==> config.mk <==
export PLATFORM = sky130hd
export DESIGN_NAME = adder_arbiter
export DESIGN_NICKNAME = d
export VERILOG_FILES = /design/src/rtl/adder_arbiter.sv
export SDC_FILE = /design/constraint.sdc
export NUM_CORES = 1
export LEC_CHECK = 0
export CAP_MARGIN = 20
export CELL_PAD_IN_SITES_DETAIL_PLACEMENT = 0
export CELL_PAD_IN_SITES_GLOBAL_PLACEMENT = 2
export CORE_MARGIN = 3
export CORE_UTILIZATION = 28
export DETAILED_ROUTE_END_ITERATION = 16
export PLACE_DENSITY_LB_ADDON = 0.1
export REMOVE_ABC_BUFFERS = 1
export SYNTH_ARGS = -nofsm -noshare
export SYNTH_HDL_FRONTEND = slang
export SYNTH_HIERARCHICAL = 1
export SYNTH_SLANG_ARGS = --single-unit
export TNS_END_PERCENT = 50
==> constraint.sdc <==
create_clock -name clk -period 5.2 [get_ports clk]
set_clock_uncertainty 0.1 [all_clocks]
set_input_delay 1.3 -clock clk [delete_from_list [all_inputs] [get_ports clk]]
set_output_delay 1.3 -clock clk [all_outputs]
set_load 0.005 [all_outputs]
==> src/rtl/adder_arbiter.sv <==
// Round-robin arbiter sharing one adder among NREQ requesters; accept->rsp_valid after 2 edges.
// One operation in flight: req_ready stays low until the result is taken (rsp_valid held while !rsp_ready).
module adder #(
  parameter int WIDTH = 32
) (
  output logic [WIDTH-1:0] out,
  input  logic [WIDTH-1:0] A,
  input  logic [WIDTH-1:0] B,
  input  logic             Cin
);
  assign out = A + B + {{(WIDTH-1){1'b0}}, Cin};
endmodule

module adder_arbiter #(
  parameter int WIDTH = 32,
  parameter int NREQ  = 4
) (
  input  logic                  clk,
  input  logic                  reset,
  input  logic [NREQ-1:0]       req_valid,
  output logic [NREQ-1:0]       req_ready,
  input  logic [NREQ*WIDTH-1:0] req_a,
  input  logic [NREQ*WIDTH-1:0] req_b,
  input  logic [NREQ-1:0]       req_cin,
  input  logic [NREQ-1:0]       req_sub,
  output logic                  rsp_valid,
  input  logic                  rsp_ready,
  output logic [1:0]            rsp_id,
  output logic [WIDTH-1:0]      rsp_sum,
  output logic [3:0]            rsp_flags
);
  localparam int IDW = 2;

  typedef enum logic [1:0] {IDLE, CALC, RESP} state_t;

  typedef struct packed {
    logic n;
    logic z;
    logic c;
    logic v;
  } flags_t;

  state_t           r_state;
  state_t           w_state_nxt;
  logic [IDW-1:0]   r_ptr;
  logic [IDW-1:0]   r_op_id;
  logic [WIDTH-1:0] r_op_a;
  logic [WIDTH-1:0] r_op_b;
  logic             r_op_cin;
  logic [IDW-1:0]   r_rsp_id;
  logic [WIDTH-1:0] r_rsp_sum;
  flags_t           r_flags;

  logic [IDW-1:0]   w_gnt;
  logic             w_gnt_vld;
  logic [WIDTH-1:0] w_sel_a;
  logic [WIDTH-1:0] w_sel_b;
  logic [WIDTH-1:0] w_sum;
  flags_t           w_flags;

  // Scan downward so the requester closest to r_ptr is the one left standing
  always_comb begin
    w_gnt     = r_ptr;
    w_gnt_vld = 1'b0;
    for (int k = NREQ-1; k >= 0; k--) begin
      if (req_valid[r_ptr + IDW'(k)]) begin
        w_gnt     = r_ptr + IDW'(k);
        w_gnt_vld = 1'b1;
      end
    end
  end

  always_comb begin
    req_ready = '0;
    if (r_state == IDLE && !reset && w_gnt_vld) begin
      req_ready[w_gnt] = 1'b1;
    end
  end

  assign w_sel_a = req_a[w_gnt*WIDTH +: WIDTH];
  assign w_sel_b = req_b[w_gnt*WIDTH +: WIDTH];

  always_comb begin
    w_state_nxt = r_state;
    case (r_state)
      IDLE:    if (w_gnt_vld) w_state_nxt = CALC;
      CALC:    w_state_nxt = RESP;
      RESP:    if (rsp_ready) w_state_nxt = IDLE;
      default: w_state_nxt = IDLE;
    endcase
  end

  adder #(.WIDTH(WIDTH)) u_adder (
    .out (w_sum),
    .A   (r_op_a),
    .B   (r_op_b),
    .Cin (r_op_cin)
  );

  // Flags use the already-inverted B so subtract reports carry as not-borrow
  always_comb begin
    w_flags.n = w_sum[WIDTH-1];
    w_flags.z = (w_sum == '0);
    w_flags.c = (r_op_a[WIDTH-1] & r_op_b[WIDTH-1]) |
                ((r_op_a[WIDTH-1] ^ r_op_b[WIDTH-1]) & ~w_sum[WIDTH-1]);
    w_flags.v = (r_op_a[WIDTH-1] == r_op_b[WIDTH-1]) && (w_sum[WIDTH-1] != r_op_a[WIDTH-1]);
  end

  always_ff @(posedge clk) begin
    if (reset) begin
      r_state   <= IDLE;
      r_ptr     <= '0;
      r_op_id   <= '0;
      r_op_a    <= '0;
      r_op_b    <= '0;
      r_op_cin  <= 1'b0;
      r_rsp_id  <= '0;
      r_rsp_sum <= '0;
      r_flags   <= '0;
    end else begin
      r_state <= w_state_nxt;
      case (r_state)
        IDLE: begin
          if (w_gnt_vld) begin
            r_op_a   <= w_sel_a;
            r_op_b   <= req_sub[w_gnt] ? ~w_sel_b : w_sel_b;
            r_op_cin <= req_sub[w_gnt] | req_cin[w_gnt];
            r_op_id  <= w_gnt;
          end
        end
        CALC: begin
          r_rsp_sum <= w_sum;
          r_flags   <= w_flags;
          r_rsp_id  <= r_op_id;
        end
        RESP: begin
          if (rsp_ready) r_ptr <= r_op_id + IDW'(1);
        end
        default: ;
      endcase
    end
  end

  assign rsp_valid = (r_state == RESP);
  assign rsp_id    = r_rsp_id;
  assign rsp_sum   = r_rsp_sum;
  assign rsp_flags = r_flags;
endmodule
==> run_results.csv <==
group,metric,value,unit
status,outcome,"complete, no violations",
sta,hold_slack,355,ps
worst_setup_path,cp-end-kind,"primary output",
sta,max_slew.worst_pin.slew,1060,ps
global_routing,grt_max_degree,76,
final_layout,area_delta_synth_final,40.3,%
final_layout,n_antenna_cell,0,
drt,drc,0,
drt,drt_iter0_drc,424,
cts,postCtsSetupBuffers,0,
run,maxCapViolations,0,
sta,setup_viol,0,
power_and_ir_drop,p_clk_frac,0.216,
global_routing,met3_usage,0.0397,
die,num_rows,65,
global_routing,grt-busiest-layer,"met2",
worst_setup_path,crit_type,"in -> out",
sta,finalCritPeriodShare,0.961,
cts,hold_buffers,0,
sta,fin_crit,5000,ps
final_layout,nets,1654,
synthesis,synth_ff_type,"dfxtp_1",
synthesis,syn-cell-area,9200,sq um
final_layout,layout_commonest_cell,"clkdlybuf4s50_1",
cts,cts_tree,"built",
cts,cts-root-buf,"clkbuf_16",
global_routing,grt-ovfl-total,0,
worst_setup_path,crit_path_start_kind,"input port",
synthesis,synthDistinctLibCells,69,
global_routing,grt_first_pass_wirelength,57.2,mm
power_and_ir_drop,pwr-share-seq,0.319,
power_and_ir_drop,pwr-share-comb,0.466,
drt,wl_per_cell,20.7,um
placement,io_buffers,313,
cts,cts_made_buffers,9,
worst_setup_path,worstPathArrival,3600,ps
die,num_io_pins,314,
worst_hold_path,hold_path_class,"reg -> reg",
power_and_ir_drop,switchingPower,1280,uW
cts,clk_path_buf_depth,2,
synthesis,synth-seq-area-share,0.235,
global_routing,antenna_found_initial,0,
global_routing,grtUsageTotal,0.205,
power_and_ir_drop,netSwitchingFraction,0.396,
synthesis,syn-instance-count,1109,
drt,wirelength,37.1,mm
sta,fmax,0.200,GHz
synthesis,async_flop_share,0,
die,core-area,32000,sq um
synthesis,postSynthAreaPerCell,8.30,sq um
drt,postRouteAntennaNets,0,
final_layout,drive_above_1_share,0.0546,
power_and_ir_drop,p_leak,0.00489,uW
global_routing,grt_pass1_vias,9541,
global_routing,grt_use_met2,0.329,
cts,cts_resized,0,
drt,via_per_inst,5.18,
cts,clock-sinks,108,
placement,gp_congestion,0.849,
synthesis,synth-edff-count,0,
cts,clk_latency,360,ps
drt,firstDrtPassIters,5,
cts,clkTransAtPathRegs,70,ps
placement,dpl.hpwl,27.9,mm
power_and_ir_drop,internal_power,1960,uW
worst_setup_path,required,3800,ps
drt,route.vias.total,9269,
die,fp.dieH,187,um
worst_setup_path,crit_path_max_fanout,28,
sta,rsz0062_at_grt,"no",
cts,h-tree-depth,3,
power_and_ir_drop,cellPowerDensity,251,nW/um^2
sta,hold_viol_final,0,
power_and_ir_drop,vdd_drop_max,0.000171,V
sta,slew_headroom,0.295,
die,design.die.area,35100,sq um
sta,drv_slew,0,
final_layout,final_cell_mix,"clkdlybuf4s50_1, xor2_1, dfxtp_1",
die,die_w,187,um
synthesis,yosysWarningCount,6,
global_routing,use_met1,0.289,
sta,setup-tns-final,0,ps
die,initial_core_util,0.288,
synthesis,ys_ff_latch,108,
==> path summary, 6_finish.rpt <==
path	startpoint	to	slack, ps	depth (start not counted)
worst min-delay path	rsp_sum[0]	rsp_sum[0]	350	2
worst min register to register	rsp_sum[0]	rsp_sum[0]	350	2
worst max register to register	r_op_a[0]	rsp_flags[2]	1610	13
worst max-delay path	req_valid[2]	req_ready[2]	200	7
==> power by group through the flow <==
| stage | registers (uW) | clock network [uW] | logic [uW] |
|---|---|---|---|
| floorplan | 1020 | 0 | 857 |
| global placement | 1050 | 0 | 1500 |
| detailed placement | 1050 | 0 | 1510 |
| CTS | 1040 | 729 | 1520 |
| global route | 1050 | 762 | 1660 |
| finish | 1030 | 700 | 1510 |
==> metrics by stage <==
stage / std cells / cell area, sq um / util / setup slack (ps) / power (uW)
global route: 1790 / 12900 / 0.404 / 92.9 / 3470
detailed placement: 1774 / 12600 / 0.395 / 192 / 2560
finish: 1790 / 12900 / 0.404 / 204 / 3240
CTS: 1790 / 12900 / 0.404 / 189 / 3280
global placement: 1774 / 12600 / 0.395 / 243 / 2560
floorplan: 999 / 8720 / - / -3160 / 1880
==> cells by family after synthesis <==
group	Yosys count	share of synthesized area
fa+ha+maj	33	0.0465
compound gates	326	0.251
buf+inv	121	0.0574
simple gates	298	0.189
mux	66	0.0719
flops	108	0.235
xor+xnor	157	0.149
==> metal layers <==
| metal | vias to the layer above | routed length, um | share of wire |
|---|---|---|---|
| met5 | - | 0 | 0 |
| met4 | 0 | 490 | 0.013 |
| met3 | 26 | 2090 | 0.056 |
| met2 | 264 | 16600 | 0.45 |
| met1 | 4370 | 17900 | 0.48 |
| li1 | 4609 | - | - |
==> flip-flops by register name, summed over array words and instances (netlist names) <==
signal / count
r_op_a: 32
r_op_b: 32
r_op_cin: 1
r_op_id: 2
r_ptr: 2
r_state: 2
rsp_flags: 3
rsp_id: 2
rsp_sum: 32
==> critical path, stage by stage <==
cell and delay [ps]:
clkdlybuf4s50_1 530, nor2b_1 270, o21a_2 170, buf_4 350, nor3_1 150, nor3_1 280, clkdlybuf4s50_1 550
==> cells in the mapped netlist, types with 9 or more instances <==
library cell / number / area [sq um]
xor2_1: 138 / 1210
dfxtp_1: 108 / 2160
nand2_1: 102 / 383
a21oi_1: 75 / 375
clkbuf_1: 74 / 278
a211oi_1: 70 / 526
mux2i_1: 65 / 651
nor4b_1: 64 / 561
o21bai_1: 37 / 278
a221oi_1: 34 / 298
nand3b_1: 33 / 248
o31ai_1: 33 / 248
ha_1: 31 / 388
nor2_1: 27 / 101
buf_2: 23 / 115
o21ai_0: 19 / 95.1
xnor2_1: 19 / 166
nor3_1: 13 / 65.1
nor4_1: 12 / 75.1
inv_1: 11 / 41.3
nand3_1: 10 / 50.1
nand4_1: 9 / 56.3
==> cell type report <==
| type | instances | area, sq um |
|---|---|---|
| Multi-Input combinational cell | 880 | 6570 |
| Clock buffer | 10 | 229 |
| Fill cell | 3276 | 19000 |
| Timing Repair Buffer | 340 | 3310 |
| Clock inverter | 6 | 55.1 |
| Inverter | 11 | 41.3 |
| Tap cell | 435 | 544 |
| Sequential cell | 108 | 2160 |
Note: power is estimated with default switching activity, not from simulation.
